[config.mk]
export PLATFORM = sky130hd
export DESIGN_NAME = adder_seq_ctrl
export DESIGN_NICKNAME = d
export VERILOG_FILES = /design/src/rtl/adder_seq_ctrl.sv
export SDC_FILE = /design/constraint.sdc
export NUM_CORES = 1
export LEC_CHECK = 0
export CAP_MARGIN = 15
export CORE_AREA = 2 2 141 143
export CTS_CLUSTER_DIAMETER = 80
export DETAILED_ROUTE_END_ITERATION = 6
export DIE_AREA = 0 0 143 145
export GPL_TIMING_DRIVEN = 0
export SYNTH_ARGS = -nofsm -noshare
export SYNTH_HDL_FRONTEND = slang
export SYNTH_SLANG_ARGS = --single-unit
[constraint.sdc]
create_clock -name clock -period 2.7 [get_ports clock]
set_input_delay 0.27 -clock clock [delete_from_list [all_inputs] [get_ports clock]]
set_output_delay 0.27 -clock clock [all_outputs]
set_load 0.005 [all_outputs]
[src/rtl/adder_seq_ctrl.sv]
// adder_seq_ctrl
// Sequences a W-bit add/subtract (W = SLICE*NSLICE) through one external
// SLICE-bit adder. It processes one slice per clock, from least significant
// to most significant, and carries between slices in a register.
//
// Ports
//   clock, reset         rising-edge clock; asynchronous active-low reset
//   in_valid/in_ready    request handshake
//   in_a, in_b, in_sub   operands and operation (0 = A+B, 1 = A-B)
//   add_a/add_b/add_cin  drive to the external slice adder (zero outside RUN)
//   add_sum/add_cout     combinational return from the slice adder
//   out_valid/out_ready  result handshake
//   out_sum/out_cout     result, final carry (1 = no borrow on subtract)
//   out_ovf              signed two's-complement overflow
//   busy                 transaction in progress (RUN or DONE)
//
// state | meaning
// IDLE  | waiting for a request; in_ready high once out of reset
// RUN   | one slice per cycle through the external adder, idx = current slice
// DONE  | result held on outputs until out_ready
module adder_seq_ctrl #(
  parameter int SLICE  = 8,
  parameter int NSLICE = 4
) (
  input  logic                      clock,
  input  logic                      reset,
  input  logic                      in_valid,
  output logic                      in_ready,
  input  logic [SLICE*NSLICE-1:0]   in_a,
  input  logic [SLICE*NSLICE-1:0]   in_b,
  input  logic                      in_sub,
  output logic [SLICE-1:0]          add_a,
  output logic [SLICE-1:0]          add_b,
  output logic                      add_cin,
  input  logic [SLICE-1:0]          add_sum,
  input  logic                      add_cout,
  output logic                      out_valid,
  input  logic                      out_ready,
  output logic [SLICE*NSLICE-1:0]   out_sum,
  output logic                      out_cout,
  output logic                      out_ovf,
  output logic                      busy
);

  localparam int W  = SLICE * NSLICE;
  localparam int IW = (NSLICE > 1) ? $clog2(NSLICE) : 1;
  localparam logic [IW-1:0] IDX_LAST = IW'(NSLICE - 1);

  typedef enum logic [1:0] {IDLE, RUN, DONE} state_t;

  state_t          state, state_nxt;
  logic [W-1:0]    a_q, b_q, sum_q;
  logic            sub_q, carry_q, cout_q, ovf_q;
  logic            ready_q;
  logic [IW-1:0]   idx;
  logic            accept, last, msb_carry;
  int              slice_base;

  // ready_q keeps in_ready low while reset is asserted and releases it on
  // the first clock edge after reset deasserts.
  assign accept     = (state == IDLE) && ready_q && in_valid;
  assign last       = (idx == IDX_LAST);
  assign slice_base = int'(idx) * SLICE;
  // Carry into the slice MSB can be recovered from the sum bit.
  assign msb_carry  = add_a[SLICE-1] ^ add_b[SLICE-1] ^ add_sum[SLICE-1];

  always_ff @(posedge clock or negedge reset) begin
    if (!reset) state <= IDLE;
    else        state <= state_nxt;
  end

  always_comb begin
    state_nxt = state;
    add_a     = '0;
    add_b     = '0;
    add_cin   = 1'b0;
    case (state)
      IDLE: if (accept) state_nxt = RUN;
      RUN: begin
        add_a   = a_q[slice_base +: SLICE];
        add_b   = b_q[slice_base +: SLICE] ^ {SLICE{sub_q}};
        add_cin = (idx == '0) ? sub_q : carry_q;
        if (last) state_nxt = DONE;
      end
      DONE: if (out_ready) state_nxt = IDLE;
      default: state_nxt = IDLE;
    endcase
  end

  always_ff @(posedge clock or negedge reset) begin
    if (!reset) begin
      ready_q <= 1'b0;
      a_q     <= '0;
      b_q     <= '0;
      sub_q   <= 1'b0;
      sum_q   <= '0;
      carry_q <= 1'b0;
      cout_q  <= 1'b0;
      ovf_q   <= 1'b0;
      idx     <= '0;
    end else begin
      ready_q <= 1'b1;
      if (accept) begin
        a_q     <= in_a;
        b_q     <= in_b;
        sub_q   <= in_sub;
        sum_q   <= '0;
        carry_q <= 1'b0;
        cout_q  <= 1'b0;
        ovf_q   <= 1'b0;
        idx     <= '0;
      end else if (state == RUN) begin
        sum_q[slice_base +: SLICE] <= add_sum;
        carry_q                    <= add_cout;
        if (last) begin
          idx    <= '0;
          cout_q <= add_cout;
          ovf_q  <= msb_carry ^ add_cout;
        end else begin
          idx <= idx + IW'(1);
        end
      end
    end
  end

  assign in_ready  = (state == IDLE) && ready_q;
  assign out_valid = (state == DONE);
  assign busy      = (state != IDLE);
  assign out_sum   = sum_q;
  assign out_cout  = cout_q;
  assign out_ovf   = ovf_q;

endmodule

## Yosys cells after proc, flatten, opt, wreduce, memory -nomap -nowiden

Index checks and enable logic that the tools add are counted.

| storage, ports and cells | value |
|---|---|
| register bits | 105 |
| output and inout port bits | 54 |

| operators by class | value |
|---|---|
| shift operators | 4 |
| bitwise gates (word level) | 4 |
| add/sub/neg operators | 2 |
| multiplexer cells | 22 |
| eq/ne operators | 6 |
| reduce and logical (&&, ||, !) cells | 9 |

Operators by type and width:

| kind | number |
|---|---|
| $mux 32 | 2 |
| $shiftx 32x6->8 | 2 |
| $neg 5->33 | 1 |
| $shift 8x33->32 const A | 1 |
| $shiftx 8x33->32 | 1 |
| $bwmux 32 | 1 |
| $mux 8 | 2 |
| $mux 2 | 6 |
| $mux 1 | 10 |
| $xor 8x8->8 | 1 |
| $pmux 2 s3 | 1 |
| $reduce_bool 2->1 | 3 |
| $eq 2x2->1 const B | 2 |
| $logic_not 2->1 | 2 |
| $ne 2x2->1 const B | 2 |
| $reduce_and 3->1 | 1 |
| $xor 1x1->1 | 3 |
| $add 2x1->2 const B | 1 |
| $eq 2x1->1 const B | 1 |
| $logic_and 1x1->1 | 2 |
| $ne 2x1->1 const B | 1 |
| $reduce_and 2->1 | 1 |

## Logic depth before layout (Yosys ltp)

Gate-level depths: netlist (run 1).

| depth | value |
|---|---|
| word-level depth | 9 |
| gate-level depth with buffers | 8 |

## Worst setup path before layout (run 1)

Ideal clock, no wire load.

| timing path | value |
|---|---|
| path kind | register to register |
| start point | register idx[0] |
| end point | register sum_q[16] (netlist: out_sum[16]) |
| stages on the path, launching flop included | 8 |
| path slack | 0.723 ns |
| library setup time | 0.073 ns |
| data arrival time | 1.905 ns |
| path buffers | 1 |
| clock period less this slack | 1.977 ns |
| cell sequence | dfrtp_1 -> buf_4 -> inv_1 -> ha_1 -> nand3b_1 -> nor4b_4 -> a22oi_1 -> nor2_1 |

| between the ends | value |
|---|---|
| longest elaborated chain between the ends | 5 |
| elaborated cells between the ends (all ways) | 6 |
| classes of those cells | 1 x add/sub; 2 x shift; 3 x mux |

Ends and longest elaborated chain:

| what | line | RTL |
|---|---|---|
| start, declared | 55 | `logic [IW-1:0] idx;` |
| start signal, assigned | 120 | `idx <= idx + IW'(1);` |
| $neg 5->33 (*) | 113 | `sum_q[slice_base +: SLICE] <= add_sum;` |
| $shiftx 8x33->32 or $shift 8x33->32 (tied branches) | 113 |  |
| $bwmux 32 (*) | 113 |  |
| $mux 32 (*) | 112 | `end else if (state == RUN) begin` |
| $mux 32 (*) | 103 | `if (accept) begin` |
| end signal, assigned by index | 113 |  |
| end, declared | 52 | `logic [W-1:0] a_q, b_q, sum_q;` |

Every way passes the cells marked *; elsewhere a longest branch is shown, timed or not. The select of a mux whose other input is x is not followed.
A chain may end at the register's enable or synchronous reset.

## Worst setup path after layout (run 1)

| timing path | value |
|---|---|
| start point | register idx[1] |
| end point | output port add_cin |

| between the ends | value |
|---|---|
| longest elaborated chain between the ends | 3 |

Ends and longest elaborated chain:

| what | line | RTL |
|---|---|---|
| $logic_not 2->1 | 82 | `add_cin = (idx == '0) ? sub_q : carry_q;` |
| $mux 1 | 82 |  |
| $mux 1 | 77 | `case (state)` |
| end, declared | 34 | `output logic add_cin,` |

Every way passes these cells.

==> results of run 1 <==
[placed cells by master, fill, tap and decap left out, types with 2 or more instances in the layout]
cell | synthesis | final
inv_1 | 4 | 4
nand3_1 | 13 | 13
o21ai_0 | 2 | 2
nand2b_1 | 2 | 2
a21oi_1 | 12 | 12
clkdlybuf4s50_1 | 0 | 130
mux4_2 | 16 | 16
nand3b_1 | 2 | 2
nor2_1 | 28 | 28
clkbuf_16 | 0 | 9
buf_6 | 0 | 2
nand2_1 | 213 | 213
nor4b_4 | 2 | 2
ha_1 | 6 | 5
a22oi_1 | 16 | 16
dfrtp_1 | 105 | 104
a22o_1 | 8 | 8
clkbuf_1 | 9 | 8
buf_4 | 2 | 5
xnor2_1 | 8 | 8
clkinv_2 | 0 | 2
buf_2 | 15 | 13
and2_1 | 9 | 9
[state kept, by name (all words and copies together) (netlist names)]
register	cells
carry_q	1
state	2
sub_q	1
out_ovf	1
a_q	32
b_q	32
out_sum	32
out_cout	1
idx	2
ready_q	1
[final cells by class]
type / count / area (sq um) / area share [%]
plain buffers: 26 / 144 / 2.13
inverters: 4 / 15.0 / 0.222
multi-input cells: 348 / 1980 / 29.3
clock buffers: 10 / 239 / 3.53
well taps: 265 / 332 / 4.90
repair buffers: 136 / 1370 / 20.2
clock inverters: 5 / 56.3 / 0.832
flip-flops and latches: 105 / 2630 / 38.8
[timing repair]
item,in CTS,in global routing
hold buffers,1,0
hold endpoints to repair,47,0
pin swaps,0,0
setup buffers,0,3
endpoints found under the setup margin,14,13
resized for setup,9,0
[per-layer routing]
metal / track usage [%] / up-vias / routed length (um)
li1: - / 1873 / -
met1: 19.5 / 1850 / 6650
met2: 22.2 / 107 / 6600
met3: 3.04 / 16 / 747
met4: 4.60 / 0 / 262
met5: 0 / - / 0
[cell families (layout without fill, tap and decap cells)]
kind of cell             count (synthesis)  count (layout)
XOR/XNOR                                 9               9
AND/OR/NAND/NOR                        274             274
AO/OA/AOI/OAI                           41              41
other                                    1               1
buffers and inverters                   31             181
flip-flops                             105             105
multiplexers                            17              17
adder cells (fa/ha/maj)                  6               6
[path summary, 6_finish.rpt]
| check | cells after the start | slack, ps | end |
|---|---|---|---|
| max in group asynchronous | 3 | 1460 | ready_q |
| min in group asynchronous | 2 | 510 | out_sum[30] |
| min reg2reg | 2 | 470 | b_q[25] |
| max reg2reg | 7 | 390 | out_sum[22] |
| min | 3 | 440 | a_q[24] |
| max | 7 | 110 | add_cin |
[critical path, cell delays in order (launching register included)]
cell and delay [ps]:
dfrtp_1 400, buf_4 240, buf_6 190, inv_1 110, ha_4 210, mux2i_1 120, nor2_1 110, clkdlybuf4s50_1 570
[power groups by stage]
stage,Clock [mW],Sequential [mW],Combinational (mW)
6_report,1.34,2.61,3.27
5_1_grt,1.44,2.69,3.63
3_5_place_dp,0,2.64,3.24
4_1_cts,1.37,2.62,3.30
3_3_place_gp,0,2.62,3.19
2_1_floorplan,0,2.53,1.88
[stage by stage]
| step | util, % | std cells |
|---|---|---|
| after floorplan | - | 484 |
| after global placement | 33.2 | 880 |
| after detailed placement | 33.4 | 881 |
| after CTS | 35.1 | 897 |
| after global routing | 35.2 | 899 |
| final | 35.2 | 899 |
==> reports/results.ini, run 1 <==
[synthesis]
synth-async-reset-ratio_pct = 100
synth-warning-count = 0
synth_area_leader_cell = dfrtp_1
synthMuxAreaShare_pct = 7.81
synth_edf_count = 0
syn_nets = 568
synth-seq-area-share_pct = 55.4
synth_compound_area_share_pct = 6.15
synthTopCellsByCount = 213 x nand2_1, 105 x dfrtp_1, 28 x nor2_1, 16 x a22oi_1, 16 x mux4_2
synthFlopType = dfrtp_1
synth_most_common_cell = nand2_1
synth.top_cells.by_area = dfrtp_1 55%, nand2_1 17%, mux4_2 7.6%, a22oi_1 2.5%, nor2_1 2.2%
synth_top_family_by_area = simple AND/OR/NAND/NOR gates
synthAdderAreaFrac_pct = 1.58
syn-cell-area_sq_mm = 0.00474
yosys.area_share.simple_pct = 24.3
ys_seq_elements = 105
synth_xor_area_share_pct = 1.66
ys_types = 31
synth.avg_cell_area_sq_um = 9.80
synthCells = 484
synth_top_area_share_pct = 55.4

[drt]
finalWirelength_mm = 14.3
ant_nets = 0
vias = 3846
drtIter0Drc = 182
via_per_inst = 4.28
post_drt_wl_per_cell_um = 15.9
drc_errors = 0
firstDrtPassIters = 4

[global_routing]
antenna_found_initial = 0
overflow = 0
grt_pass1_vias = 4009
grt.total_usage_pct = 14.2
grt_pass1_wl_mm = 22.3
grt_max_degree = 56

[power_and_ir_drop]
peakVddDrop_v = 0.000433
leakagePower_nw = 3.11
power_switching_mw = 2.51
p_comb_share_pct = 45.3
cellInternalPower_mw = 4.70
p_seq_share_pct = 36.2
p_sw_share_pct = 34.8
powerDensity_mw_per_mm2 = 1070
p_total_mw = 7.21
pwr-share-clk_pct = 18.5

[timing]
max_freq_mhz = 387
fin_hold_ws_ps = 445
fin_tns_setup_ps = 0
hold_violations = 0
slew_headroom_pct = 54.0
final_max_slew_viol_count = 0
worstMarginPinSlew_ps = 691
layout_setup_ws_ps = 114
fin_crit_sh_pct = 95.8
setup_viol = 0
period_minus_slack_ps = 2590
finClkSkew_ps = 7.22

[floorplan]
fp.dieH_um = 145
core_sq_mm = 0.0192
pin_count = 132
num_rows = 51
die_w_um = 143
start_util_pct = 24.7
die-area_sq_mm = 0.0207

[cells_and_area]
nets = 714
drive_gt1_share_pct = 9.46
fill_cells = 1966
design_area_sq_mm = 0.00677
n_antenna_cell = 0
syn_to_final_growth_pct = 42.7

[cts]
clkTransAtPathRegs_ps = 70
cts_num_sinks = 105
worstSkewPairLatency_ps = 350
cts_tree = yes
cts_buffers = 9
cts_max_level = 3
cts_max_path_buffers = 2
clockRootBuffer = clkbuf_16

[worst_setup_path]
end_kind = output pin
worstReg2RegStart = idx[0]
path_max_fanout = 10
worstSetupPathType = register to output pin
start_kind = register
crit_start = idx[1]
cp_data_required_time_ps = 2430
arrival_ps = 2320

[placement]
hpwlAfterDp_mm = 10.4
io_buffers = 131
finalWeightedCongestion = 0.752
dpl_cell_area_sq_mm = 0.00641
dp_slack_ps = 59.3

[flow_run]
cap_violations = 0

[worst_hold_path]
min-delay-start = in_a[24]
holdCritPathClass = input port to register

[outcome]
outcome = complete, no violations

Power figures use the tool's default switching activity.
==> run 2, diff against run 1 <==
--- a/config.mk
+++ b/config.mk
@@ -11,6 +11,7 @@
 export DETAILED_ROUTE_END_ITERATION = 6
 export DIE_AREA = 0 0 143 145
 export GPL_TIMING_DRIVEN = 0
+export SLEW_MARGIN = 15
 export SYNTH_ARGS = -nofsm -noshare
 export SYNTH_HDL_FRONTEND = slang
 export SYNTH_SLANG_ARGS = --single-unit
==> reports/results.ini, run 2 (synthesized netlist as in run 1, its figures left out) <==
[floorplan]
start_util_pct = 24.7  ; unchanged
fp.dieH_um = 145  ; unchanged
num_rows = 51  ; unchanged
die-area_sq_mm = 0.0207  ; unchanged
die_w_um = 143  ; unchanged
pin_count = 132  ; unchanged
core_sq_mm = 0.0192  ; unchanged

[timing]
worstMarginPinSlew_ps = 668  ; was 691 ps
max_freq_mhz = 389  ; was 387 MHz
period_minus_slack_ps = 2570  ; was 2590 ps
slew_headroom_pct = 55.4  ; was 54.0%
final_max_slew_viol_count = 0  ; unchanged
fin_crit_sh_pct = 95.2  ; was 95.8%
finClkSkew_ps = 8.74  ; was 7.22 ps
hold_violations = 0  ; unchanged
fin_tns_setup_ps = 0  ; unchanged
rsz0062_at_grt = no
setup_viol = 0  ; unchanged
fin_hold_ws_ps = 385  ; was 445 ps

[placement]
io_buffers = 131  ; unchanged
hpwlAfterDp_mm = 10.4  ; about the same
finalWeightedCongestion = 0.752  ; unchanged

[power_and_ir_drop]
leakagePower_nw = 3.10  ; was 3.11 nW
power_switching_mw = 2.52  ; was 2.51 mW
powerDensity_mw_per_mm2 = 1060  ; was 1070 mW/mm^2
p_comb_share_pct = 46.0  ; was 45.3%
pwr-share-clk_pct = 17.4  ; was 18.5%
peakVddDrop_v = 0.000292  ; was 0.000433 V
p_sw_share_pct = 35.4  ; was 34.8%
cellInternalPower_mw = 4.60  ; was 4.70 mW
p_seq_share_pct = 36.6  ; was 36.2%

[cells_and_area]
syn_to_final_growth_pct = 42.1  ; was 42.7%
final_cell_mix = 213 x nand2_1, 130 x clkdlybuf4s50_1, 104 x dfrtp_1  ; unchanged
final_common_cell = nand2_1  ; unchanged
nets = 713  ; was 714
n_antenna_cell = 0  ; unchanged
drive_gt1_share_pct = 9.32  ; was 9.46%

[cts]
cts_max_path_buffers = 2  ; unchanged
worstSkewPairLatency_ps = 350  ; about the same
cts_num_sinks = 105  ; unchanged
clkTransAtPathRegs_ps = 70  ; about the same
clockRootBuffer = clkbuf_16  ; unchanged
cts_buffers = 9  ; unchanged
cts_tree = yes  ; unchanged
cts_max_level = 3  ; unchanged

[drt]
post_drt_wl_per_cell_um = 16.0  ; was 15.9 um
finalWirelength_mm = 14.3  ; about the same
drtIter0Drc = 165  ; was 182
via_per_inst = 4.25  ; was 4.28
vias = 3820  ; was 3846
firstDrtPassIters = 4  ; unchanged
ant_nets = 0  ; unchanged
drc_errors = 0  ; unchanged

[global_routing]
grt_max_degree = 72  ; was 56
grt.total_usage_pct = 14.3  ; was 14.2%
grt_pass1_wl_mm = 22.6  ; was 22.3 mm
grt_pass1_vias = 4049  ; was 4009
antenna_found_initial = 0  ; unchanged
overflow = 0  ; unchanged

[worst_setup_path]
reg2regPathDepth = 7  ; unchanged
cp_data_required_time_ps = 2430  ; about the same
path_max_fanout = 10  ; unchanged
start_kind = register  ; unchanged
arrival_ps = 2300  ; was 2320 ps
worstSetupPathType = register to output pin  ; unchanged
end_kind = output pin  ; unchanged

[worst_hold_path]
holdCritPathClass = input port to asynchronous set/reset pin  ; was input port to register

[flow_run]
cap_violations = 0  ; unchanged

[outcome]
outcome = complete, no violations  ; unchanged

run 2: cell types whose count changed in the layout (fill, tap and decap cells not counted), sizes merged:
cell      before  now
bufinv         1    0
clkinvlp       1    0
buf           23   22
clkinv         3    5
run 2: worst max-delay path, stage by stage, from the launching register on:
cell and delay [ps]:
dfrtp_1 410, buf_4 240, buf_6 190, inv_1 110
ha_4 210, mux2i_1 120, nor2_1 100, clkdlybuf4s50_1 570
run 2: final cells by class:
cell class	count	area, sq um
plain buffers	26	144
fillers	1977	12500
repair buffers	135	1370
clock buffers	10	239
flip-flops and latches	105	2630
inverters	4	15.0
multi-input cells	348	1980
clock inverters	5	32.5
well taps	265	332
run 2: path summary, 6_finish.rpt:
kind	from	end	slack [ps]
min in group clock	in_b[23]	b_q[23]	440
setup reg to reg	idx[0]	out_sum[22]	410
max in group asynchronous	reset	b_q[14]	1630
hold / removal	reset	out_sum[30]	390
hold reg to reg	b_q[25]	b_q[25]	470
setup / recovery	idx[1]	add_cin	130
run 2: per-stage QoR:
| stage | utilization, % | setup slack (ps) | total power [mW] | std cells | area [sq um] |
|---|---|---|---|---|---|
| finish | 35.1 | 131 | 7.12 | 898 | 6740 |
| detailed placement | 33.4 | 39.6 | 5.89 | 881 | 6410 |
| CTS | 35.0 | 38.3 | 7.22 | 899 | 6730 |
| global placement | 33.2 | -2870 | 5.80 | 880 | 6380 |
| floorplan | - | 723 | 4.41 | 484 | 4740 |
| global route | 35.1 | 0.455 | 7.69 | 898 | 6740 |
run 2: power by group through the flow:
| stage | registers, mW | logic [mW] | clock network [mW] |
|---|---|---|---|
| final | 2.61 | 3.27 | 1.24 |
| after floorplan | 2.53 | 1.88 | 0 |
| after detailed placement | 2.64 | 3.25 | 0 |
| after global placement | 2.62 | 3.19 | 0 |
| after CTS | 2.60 | 3.33 | 1.28 |
| after global routing | 2.69 | 3.64 | 1.36 |
run 2: repair_timing:
| item | in CTS | in global routing |
|---|---|---|
| setup buffers | 2 | 0 |
| hold buffers | 1 | 0 |
| gates cloned | 0 | 0 |
| endpoints found under the setup margin | 15 | 10 |
| resized for setup | 7 | 2 |
| hold endpoints to repair | 34 | 0 |
| pin swaps | 0 | 0 |
run 2: per-layer routing:
| layer | GRT usage, % | routed length [um] | vias to the layer above | part of all wire, % |
|---|---|---|---|---|
| met2 | 23.1 | 6820 | 107 | 48 |
| met3 | 3.20 | 782 | 11 | 5.5 |
| met5 | 0 | 0 | - | 0 |
| met4 | 3.86 | 169 | 0 | 1.2 |
| met1 | 19.4 | 6550 | 1829 | 46 |
| li1 | - | - | 1873 | - |
